## config.mk

```make
export PLATFORM = sky130hd
export DESIGN_NAME = dcache_ctrl
export DESIGN_NICKNAME = d
export VERILOG_FILES = /design/src/rtl/dcache_pkg.sv /design/src/rtl/dcache_array.sv /design/src/rtl/dcache_ctrl.sv
export SDC_FILE = /design/constraint.sdc
export NUM_CORES = 1
export LEC_CHECK = 0
export ABC_AREA = 1
export ABC_CLOCK_PERIOD_IN_PS = 4380
export CAP_MARGIN = 20
export CORE_MARGIN = 1.5
export CORE_UTILIZATION = 50
export DETAILED_ROUTE_END_ITERATION = 12
export MAX_ROUTING_LAYER = met4
export PLACE_DENSITY = 0.66
export SLEW_MARGIN = 20
export SYNTH_ARGS = -nofsm -noshare
export SYNTH_HDL_FRONTEND = slang
export SYNTH_SLANG_ARGS = --single-unit
export TNS_END_PERCENT = 1
```

## constraint.sdc

```tcl
create_clock -name clk -period 4.38 [get_ports clk]
set_input_delay 0.876 -clock clk [delete_from_list [all_inputs] [get_ports clk]]
set_output_delay 0.876 -clock clk [all_outputs]
set_load 0.02 [all_outputs]
```

## src/rtl/dcache_pkg.sv

```systemverilog
// Shared definitions for the MEM-stage data cache: geometry, address fields
// and the controller state encoding.
package dcache_pkg;

    localparam int ADDR_W    = 16;
    localparam int DATA_W    = 16;
    localparam int INDEX_W   = 4;
    localparam int OFFSET_W  = 2;
    localparam int TAG_W     = ADDR_W - INDEX_W - OFFSET_W;
    localparam int LINES     = 1 << INDEX_W;
    localparam int WORDS     = 1 << OFFSET_W;
    localparam int TAG_LSB   = INDEX_W + OFFSET_W;
    localparam int INDEX_LSB = OFFSET_W;

    // Offset of the last word of a block; the refill ends after this word
    localparam logic [OFFSET_W-1:0] LAST_WORD = '1;

    typedef enum logic [1:0] {
        IDLE  = 2'd0,
        FILL  = 2'd1,
        WRITE = 2'd2,
        WDONE = 2'd3
    } state_t;

    function automatic logic [TAG_W-1:0] addr_tag(input logic [ADDR_W-1:0] a);
        return a[ADDR_W-1:TAG_LSB];
    endfunction

    function automatic logic [INDEX_W-1:0] addr_index(input logic [ADDR_W-1:0] a);
        return a[TAG_LSB-1:INDEX_LSB];
    endfunction

    function automatic logic [OFFSET_W-1:0] addr_offset(input logic [ADDR_W-1:0] a);
        return a[OFFSET_W-1:0];
    endfunction

endpackage

```

## src/rtl/dcache_array.sv

```systemverilog
// Valid/tag/data storage for the direct-mapped cache. Reads are
// combinational; all writes happen on the rising clock edge. Only the valid
// bits are reset, tags and data come up undefined.
module dcache_array
    import dcache_pkg::*;
(
    input  logic                clk,
    input  logic                rst_n,
    input  logic [INDEX_W-1:0]  rd_index,
    input  logic [OFFSET_W-1:0] rd_offset,
    output logic                rd_valid,
    output logic [TAG_W-1:0]    rd_tag,
    output logic [DATA_W-1:0]   rd_data,
    input  logic [INDEX_W-1:0]  wr_index,
    input  logic                fill_we,
    input  logic [OFFSET_W-1:0] fill_offset,
    input  logic [DATA_W-1:0]   fill_data,
    input  logic                store_we,
    input  logic [OFFSET_W-1:0] store_offset,
    input  logic [DATA_W-1:0]   store_data,
    input  logic                tag_we,
    input  logic [TAG_W-1:0]    tag_data,
    input  logic                inval_we
);

    logic [LINES-1:0]  valid;
    logic [TAG_W-1:0]  tags [LINES];
    logic [DATA_W-1:0] data [LINES][WORDS];

    assign rd_valid = valid[rd_index];
    assign rd_tag   = tags[rd_index];
    assign rd_data  = data[rd_index][rd_offset];

    // Valid bits: cleared when a refill starts, set when the tag is written
    always_ff @(posedge clk or negedge rst_n) begin
        if (!rst_n) begin
            valid <= '0;
        end else begin
            if (inval_we) valid[wr_index] <= 1'b0;
            if (tag_we)   valid[wr_index] <= 1'b1;
        end
    end

    // Tag write at the end of a refill
    always_ff @(posedge clk) begin
        if (tag_we) tags[wr_index] <= tag_data;
    end

    // Data write: refill word or write-through store word
    always_ff @(posedge clk) begin
        if (fill_we) begin
            data[wr_index][fill_offset] <= fill_data;
        end else if (store_we) begin
            data[wr_index][store_offset] <= store_data;
        end
    end

endmodule

```

## src/rtl/dcache_ctrl.sv

```systemverilog
// Direct-mapped, write-through, no-write-allocate data cache controller for
// the MEM stage. Read misses refill a whole block word by word; stores always
// go to memory and update the cached word only when the line is present.
module dcache_ctrl
    import dcache_pkg::*;
(
    input  logic              clk,
    input  logic              rst_n,
    input  logic              mem_read,
    input  logic              mem_write,
    input  logic [ADDR_W-1:0] addr,
    input  logic [DATA_W-1:0] wdata,
    output logic [DATA_W-1:0] rdata,
    output logic              hit,
    output logic              mem_req,
    output logic              mem_we,
    output logic [ADDR_W-1:0] mem_addr,
    output logic [DATA_W-1:0] mem_wdata,
    input  logic [DATA_W-1:0] mem_rdata,
    input  logic              mem_ack
);

    state_t              state;
    state_t              next_state;
    logic [OFFSET_W-1:0] cnt;
    logic [ADDR_W-1:0]   req_addr;
    logic [DATA_W-1:0]   req_wdata;

    logic [ADDR_W-1:0]   look_addr;
    logic                look_valid;
    logic [TAG_W-1:0]    look_tag;
    logic [DATA_W-1:0]   look_data;
    logic                look_hit;

    logic                start_req;
    logic                cnt_inc;
    logic                fill_we;
    logic                store_we;
    logic                tag_we;
    logic                inval_we;

    // In IDLE the live pipeline address is looked up; once a transaction is
    // running, the latched request address drives the lookup and all writes.
    assign look_addr = (state == IDLE) ? addr : req_addr;
    assign look_hit  = look_valid && (look_tag == addr_tag(look_addr));

    dcache_array u_array (
        .clk          (clk),
        .rst_n        (rst_n),
        .rd_index     (addr_index(look_addr)),
        .rd_offset    (addr_offset(look_addr)),
        .rd_valid     (look_valid),
        .rd_tag       (look_tag),
        .rd_data      (look_data),
        .wr_index     (addr_index(look_addr)),
        .fill_we      (fill_we),
        .fill_offset  (cnt),
        .fill_data    (mem_rdata),
        .store_we     (store_we),
        .store_offset (addr_offset(req_addr)),
        .store_data   (req_wdata),
        .tag_we       (tag_we),
        .tag_data     (addr_tag(req_addr)),
        .inval_we     (inval_we)
    );

    // State register
    always_ff @(posedge clk or negedge rst_n) begin
        if (!rst_n) begin
            state <= IDLE;
        end else begin
            state <= next_state;
        end
    end

    // Request latch and refill word counter
    always_ff @(posedge clk or negedge rst_n) begin
        if (!rst_n) begin
            cnt       <= '0;
            req_addr  <= '0;
            req_wdata <= '0;
        end else if (start_req) begin
            cnt       <= '0;
            req_addr  <= addr;
            req_wdata <= wdata;
        end else if (cnt_inc) begin
            cnt <= cnt + OFFSET_W'(1);
        end
    end

    // Next state, pipeline handshake, memory handshake and array write enables;
    // nothing here depends combinationally on mem_ack except array/state updates
    always_comb begin
        next_state = state;
        hit        = 1'b0;
        rdata      = '0;
        mem_req    = 1'b0;
        mem_we     = 1'b0;
        mem_addr   = '0;
        mem_wdata  = '0;
        start_req  = 1'b0;
        cnt_inc    = 1'b0;
        fill_we    = 1'b0;
        store_we   = 1'b0;
        tag_we     = 1'b0;
        inval_we   = 1'b0;
        case (state)
            IDLE: begin
                if (mem_write) begin
                    start_req  = 1'b1;
                    next_state = WRITE;
                end else if (mem_read) begin
                    if (look_hit) begin
                        hit   = 1'b1;
                        rdata = look_data;
                    end else begin
                        start_req  = 1'b1;
                        inval_we   = 1'b1;
                        next_state = FILL;
                    end
                end else begin
                    hit = 1'b1;
                end
            end
            FILL: begin
                mem_req  = 1'b1;
                mem_addr = {req_addr[ADDR_W-1:OFFSET_W], cnt};
                if (mem_ack) begin
                    fill_we = 1'b1;
                    cnt_inc = 1'b1;
                    if (cnt == LAST_WORD) begin
                        tag_we     = 1'b1;
                        next_state = IDLE;
                    end
                end
            end
            WRITE: begin
                mem_req   = 1'b1;
                mem_we    = 1'b1;
                mem_addr  = req_addr;
                mem_wdata = req_wdata;
                if (mem_ack) begin
                    store_we   = look_hit;
                    next_state = WDONE;
                end
            end
            WDONE: begin
                hit        = 1'b1;
                next_state = IDLE;
            end
            default: begin
                next_state = IDLE;
            end
        endcase
    end

endmodule
```

After elaboration in Yosys (flattened, before gate mapping)
Memories as Yosys holds them, arrays and structs flattened. Cells that the tools add are included.

Multiplexer cells: 119. Add/sub/neg operators: 1. Eq/ne operators: 10. Bitwise gates (word level): 70. Div/mod/pow operators: 0. Multiply operators: 0. Shifts and indexed selects: 0. Magnitude comparators: 7. Reductions and logical operators: 8.

Operator list (number): 16-bit 2-to-1 mux (12); 64-bit 2-to-1 mux (2); 1-bit 2-to-1 mux (89); 16-bit demux with 2-bit select (2); 1-bit bitwise OR (64); 16-bit binary-select mux with 2-bit select (1); 16-bit case mux with 2 select lines (1); 16-bit AND (1); 2-bit 2-to-1 mux (8); 16-bit NOT (1); 16-bit bitwise OR (1); 10-bit equality test (1); 3-bit greater-or-equal comparator, second input constant (3); 2-bit NOT with 3-bit output (3); 2-bit case mux with 4 select lines (1); 2-bit equality test, second input constant (3); 3-bit by 1-bit less-than comparator with 1-bit output, second input constant (2); 2-bit != test, second input constant (3); 3-bit != test, second input constant (2); 4-bit by 5-bit less-than comparator with 1-bit output, second input constant (1); 5-bit AND reduction (1); 1-bit binary-select mux with 4-bit select (1); 1-bit demux with 4-bit select (1); 4-bit by 1-bit greater-or-equal comparator with 1-bit output, second input constant (1); 7 further kinds (10).

Memories kept: 2. Memory bits (writable): 1184. Output and inout port bits: 51. Memory bits (read-only): 0. Latch bits: 0. Register bits after elaboration: 52. Input bits: 53. Logic and storage cells: 222.

Memory list: u_array.data (words 16, bits a word 64, read ports 1, clocked after Yosys merged registers in 0, wr ports 1, RTL line dcache_array.sv:28) `logic [DATA_W-1:0] data [LINES][WORDS];`; u_array.tags (words 16, bits a word 10, read ports 1, clocked after Yosys merged registers in 0, wr ports 1, RTL line dcache_array.sv:27) `logic [TAG_W-1:0] tags [LINES];`.

Longest topological paths before layout
Gate-level depths: netlist of the first run.

Word-level depth: 12. Depth in mapped cells: 26. Mapped depth without buffers: 23.

By module
Synthesis of the first run repeated with hierarchy kept, for this count alone.

Cell total of the unflattened synthesis: 4611. Area total of the unflattened synthesis: 51760.9 sq um.

Modules (own cells, without submodules): dcache_array (area each 49212.2 sq um, cells an instance 4204, times used 1, sequential area each 35954.5 sq um); dcache_ctrl (area each 2548.7 sq um, cells an instance 407, times used 1, sequential area each 900.9 sq um).

Worst setup path after synthesis of the first run
OpenSTA, ideal clock, no wires.

Path type: in2reg. From: in addr[2]. To: mem u_array.data[0][16] (netlist name), enable pin. Setup slack: 0.494 ns. Arrival time: 3.492 ns. Path buffers: 4. Cell stages on the path: 19. Setup time: 0.394 ns. Data required time: 3.986 ns. Cells stage by stage: nand2_2 -> nand2_2 -> buf_6 -> buf_2 -> nand2_1 -> nand2_1 -> nand2_1 -> nand2_1 -> nand2_1 -> nand2_1 -> o21bai_1 -> nand2_1 -> nor2_1 -> nand2_1 -> nor2_4 -> nand4_1 -> buf_2 -> buf_6 -> a21oi_1.

Longest elaborated chain between the ends: 10. Elaborated cells on any way between the ends: 12. Those cells by class: eq/ne: 1; mux: 8; bitwise: 1; reduce/logical: 1; memory: 1.

Ends and longest elaborated chain: from (decl) (RTL line dcache_ctrl.sv:11) `input logic [ADDR_W-1:0] addr,`; 16-bit 2-to-1 mux * (RTL line dcache_ctrl.sv:44) `assign look_addr = (state == IDLE) ? addr : req_addr;`; memory read 16 x 10 bit or 1-bit binary-select mux with 4-bit select (tied branches); 10-bit equality test or 1-bit 2-to-1 mux (tied branches) (RTL line dcache_ctrl.sv:45, dcache_array.sv:30); 1-bit logical AND (RTL line dcache_ctrl.sv:45) `assign look_hit = look_valid && (look_tag == addr_tag(look_addr));`; 1-bit 2-to-1 mux (RTL line dcache_ctrl.sv:142) `if (mem_ack) begin`; 1-bit 2-to-1 mux (RTL line dcache_ctrl.sv:107) `case (state)`; 1-bit 2-to-1 mux (RTL line dcache_array.sv:53) `end else if (store_we) begin`; 1-bit 2-to-1 mux (RTL line dcache_array.sv:51) `if (fill_we) begin`; 64-bit 2-to-1 mux (not written as such) (RTL line dcache_array.sv:54) `data[wr_index][store_offset] <= store_data;`; 1-bit bitwise OR (no source line); to (decl) (RTL line dcache_array.sv:28).

Mark *: on every way between the ends. The rest lies on a longest branch, timed or not. The select of a mux whose other input is x is not followed.

Worst setup path after layout of the first run
From: reg state[1]. To: out rdata[2].

Longest elaborated chain between the ends: 10. Elaborated cells on any way between the ends: 16. Those cells by class: eq/ne: 1; mux: 10; bitwise: 1; reduce/logical: 2; memory: 2.

Ends and longest elaborated chain: from (decl) (RTL line dcache_ctrl.sv:23) `state_t state;`; from (signal assigned) (RTL line dcache_ctrl.sv:72) `state <= next_state;`; 2-bit logical NOT * (RTL line dcache_ctrl.sv:44, dcache_ctrl.sv:107); 16-bit 2-to-1 mux (RTL line dcache_ctrl.sv:44); memory read 16 x 64 bit or 2-bit NOT with 3-bit output (tied branches); 16-bit binary-select mux with 2-bit select (RTL line dcache_array.sv:32) `assign rd_data = data[rd_index][rd_offset];`; 16-bit 2-to-1 mux (not written as such) (2 in series) (RTL line dcache_array.sv:32); 16-bit 2-to-1 mux (RTL line dcache_ctrl.sv:113) `if (look_hit) begin`; 16-bit 2-to-1 mux (RTL line dcache_ctrl.sv:112) `end else if (mem_read) begin`; 16-bit 2-to-1 mux (RTL line dcache_ctrl.sv:109) `if (mem_write) begin`; 16-bit 2-to-1 mux * (RTL line dcache_ctrl.sv:107); to (decl) (RTL line dcache_ctrl.sv:13) `output logic [DATA_W-1:0] rdata,`.

Marks and branches as above.

==> qor.csv, run 1 <==
stage;metric;value;unit
timing;Tmin final;4.758;ns
timing;fin crit share;108.6;%
power;switching portion of total power;37.41;%
synthesis;netlist area before placement;49110;sq um
final_layout;design area;61420;sq um
grt;vias in the first global route;32290;
drt;DRT Wirelength;146900;microns
floorplanning;# IOs;104;
floorplanning;die area;100100;sq um
synthesis;top post-synthesis cells by count;1184 x edfxtp_1, 673 x nand2_1, 508 x o22ai_1;
run_status;failing checks;negative setup slack;
worst_setup_path;worst-path cell chain;inv_2 > ha_4 > buf_6 > o21ai_4 > buf_12 > nor2_4 > bufinv_16 > buf_16 > buf_4 > buf_12 > buf_6 > o22ai_1 > o21ai_0 > nand2_1 > o221ai_2 > nand3_2 > nor2_4 > buf_6;
floorplanning;Die Ht;316.4;microns
worst_setup_path;Top cell by count, worst path;buf_6;
power;sequential power share;32.6;%
final_layout;# fillers;6970;
timing;Slew @ Worst Pin;1.071;ns
timing;RSZ-0062 raised after global routing;true;
worst_setup_path;CP delay by family, top;buffers and inverters;
drt;via total after detailed routing;34368;
synthesis;dominant cell type by area after synthesis;edfxtp_1;
worst_setup_path;CP max stage cell;dfrtp_1;
clocking;Clock Latency Late Sink;0.72;ns
synthesis;Area contributors post-synth;edfxtp_1 72%, o22ai_1 6.5%, nand2_1 5.1%;
placed_design;IO buf count;103;
timing;final setup violation count;17;
grt;wire length of the first global-routing pass;210400;microns
clocking;TritonCTS clock tree;done;
grt;initial antenna violation count;1;
drt;Routed WL per cell;26.13;microns
synthesis;sequential share of the synthesized area;75.05;%
grt;GRT Util Overall;29.65;%
floorplanning;Die Wd;316.4;microns
drt;Initial DRC Count;4758;
placed_design;GPL Wtd Cong;0.9334;
timing;skew final;0.04816;ns
synthesis;Synth warnings;0;
synthesis;fraction of registers with async set/reset;4.207;%
clocking;htree depth;3;
worst_hold_path;class of the worst hold path;input port to asynchronous set/reset pin;
final_layout;nets;4306;
worst_setup_path;crit path DAT;3.88;ns
timing;pins over their slew limit;0;
power;Pwr Density;690.8;nW/um^2
floorplanning;core region area;96990;sq um
final_layout;layout cells sized above 1;20.36;%
worst_setup_path;Startpoint Class;flip-flop;
run_status;status;finished, violations left;
synthesis;Synth top area share;72.40;%
synthesis;ys flop type;edfxtp_1;
final_layout;Layout Area Growth over Synthesis;25.07;%
drt;via/cell ratio;6.111;
worst_setup_path;reg-to-reg slack, setup;0.36;ns
worst_setup_path;Bufs and invs on worst path;9;
clocking;clock root buffer;clkbuf_16;
worst_setup_path;FF-to-FF End;u_array.data[2][6]$_DFFE_PP_;
drt;DRT antenna net count;0;
worst_setup_path;Crit. End Element;primary output;
power;P_sw;15.87;mW
synthesis;Mapped Cells;3739;
synthesis;Seq cells post-synth;1236;
worst_setup_path;worst-path fanout max;12;
flow_run;Max Cap Viol;0;
clocking;Num CTS Buffers;118;
worst_setup_path;Reg-to-Reg Start;state[1]$_DFFE_PN0P_;
synthesis;Post-Syn Nets;3801;
timing;FMAX;0.2102;GHz
floorplanning;number of cell rows;114;
power;Internal;26.55;mW
timing;max_slew headroom;28.43;%
worst_setup_path;critical path type;flip-flop to primary output;
placed_design;Placement Cell Area;56160;sq um
timing;Final Hold Viols;0;
drt;drt pass-1 iters;6;
clocking;clock sink total;1236;
worst_setup_path;slowest stage delay, CP;0.37;ns
clocking;Longest Clk Path Bufs;3;
power;Clock power frac;24.3;%
synthesis;Post-synth EDFFs;1184;
power;VDD IR-drop max;0.4831;mV
drt;DRC;0;
worst_setup_path;Worst Path Required;3.50;ns
power;Leak;22.05;nW
power;combinational power share;43.2;%
grt;pin count of the biggest net entering global routing;53;
synthesis;library cells used by synthesis;38;
final_layout;post-layout utilization of the core;63.32;%
floorplanning;Starting Density;50.63;%
clocking;clk slew on worst S/H paths;0.06;ns
worst_setup_path;r2r worst-path depth;24;
timing;post-route worst setup slack;-0.3782;ns
synthesis;most numerous cell in the Yosys netlist;edfxtp_1;
grt;GRT overflow;0;
placed_design;DPL Wire Length;90790;microns
synthesis;Avg Cell Area, Syn;13.13;sq um
worst max path at each step:
stage | to | from | cells past startpoint | slack [ns]
floorplan | u_array.data[0][16]$_DFFE_PP_ | addr[2] | 19 | 0.49
global placement | rdata[8] | addr[3] | 16 | -0.87
detailed placement | rdata[8] | addr[3] | 15 | -0.86
CTS | rdata[12] | state[1]$_DFFE_PN0P_ | 16 | -0.49
global route | rdata[2] | state[0]$_DFFE_PN0P_ | 17 | -0.43
finish | rdata[2] | state[1]$_DFFE_PN0P_ | 18 | -0.38
layout by cell type, fill, tap and decap left out, types with 6 or more instances in the layout:
cell	netlist	layout
a21oi_1	73	8
a21oi_2	0	64
buf_12	0	138
buf_16	0	6
buf_4	9	338
buf_6	7	32
buf_8	0	8
bufinv_16	0	16
clkbuf_1	143	17
clkbuf_16	0	126
clkdlybuf4s50_1	0	85
clkinv_1	1	23
clkinv_2	0	31
clkinvlp_4	0	11
dfrtp_1	52	52
edfxtp_1	1184	1184
ha_1	9	8
inv_1	245	242
inv_2	6	6
nand2_1	673	662
nand2_2	5	12
nand3_1	125	116
nand3_2	2	11
nand3b_1	28	28
nand4_1	51	51
nor2_1	122	102
nor2_2	5	8
nor2_4	2	19
o21ai_0	300	254
o21ai_1	16	58
o21bai_1	38	37
o221ai_1	32	9
o221ai_2	0	22
o22ai_1	508	508
power groups by stage:
stage	clock network, mW	logic [mW]	registers [mW]
6_report	10.3	18.3	13.8
5_1_grt	10.8	19.3	13.8
4_1_cts	10.4	16.6	13.8
3_5_place_dp	0	15.9	14.0
3_3_place_gp	0	15.7	14.0
2_1_floorplan	0	7.74	14.0
through the flow:
step | std cells | hold WS [ns] | TNS [ns] | worst slack, ns | total power [mW]
global route | 5623 | 0.3593 | -6.356 | -0.4291 | 43.95
global placement | 5351 | 0.4527 | -77.84 | -0.8740 | 29.78
finish | 5624 | 0.2946 | -4.973 | -0.3782 | 42.42
CTS | 5584 | 0.2954 | -6.166 | -0.4857 | 40.79
detailed placement | 5351 | 0.4639 | -92.94 | -0.8595 | 29.95
floorplan | 3739 | 0.4419 | 0 | 0.4940 | 21.72
flip-flops by register name, summed over array words and instances, names as in the netlist:
register,cells
req_wdata,16
u_array.tags,160
cnt,2
state,2
u_array.data,1024
u_array.valid,16
req_addr,16
metal layers:
layer	routed length, microns	global-route usage [%]
met2	69860	46.27
met5	0	-
met1	55880	39.00
met3	14550	4.539
met4	6631	12.68
kinds of logic (layout without fill, tap and decap cells):
kind of cell | count (synthesis) | after routing | synth area share [%]
AND/OR/NAND/NOR | 1025 | 1025 | 8.808
buffers and inverters | 487 | 1094 | 4.049
AO/OA/AOI/OAI | 976 | 976 | 11.74
flip-flops | 1236 | 1236 | 75.05
adder cells (fa/ha/maj) | 9 | 9 | 0.2293
other | 0 | 2 | 0
XOR/XNOR | 1 | 1 | 0.01784
multiplexers | 5 | 5 | 0.1019
what timing repair did:
item | in CTS | in global routing
pin swaps | 15 | 56
cloned | 3 | 9
hold buffers | 0 | 0
endpoints found under the setup margin | 17 | 17
setup buffers | 8 | 29
gates resized for setup | 111 | 170
area by class of cell:
cell class                      count  area, sq um  share of cell area (%)
Tap cell                         1276         1597                   2.600
Inverter                          252         1006                   1.638
Antenna cell                        2        5.005                0.008149
Clock inverter                     87        899.6                   1.465
Clock buffer                      135         3017                   4.912
Multi-Input combinational cell   2016        10980                   17.87
Timing Repair Buffer              617         7034                   11.45
Sequential cell                  1236        36860                   60.01
Timing Repair inverter              3        26.28                 0.04278
(Power assumes the default switching activity.)
==> inputs of run 2 (changes only) <==
--- a/config.mk
+++ b/config.mk
@@ -11,6 +11,7 @@
 export CORE_MARGIN = 1.5
 export CORE_UTILIZATION = 50
 export DETAILED_ROUTE_END_ITERATION = 12
+export HOLD_SLACK_MARGIN = 0.02
 export MAX_ROUTING_LAYER = met4
 export PLACE_DENSITY = 0.66
 export SLEW_MARGIN = 20
==> results of run 2 <==
Final layout, timing and power as in run 1 (identical DEF).
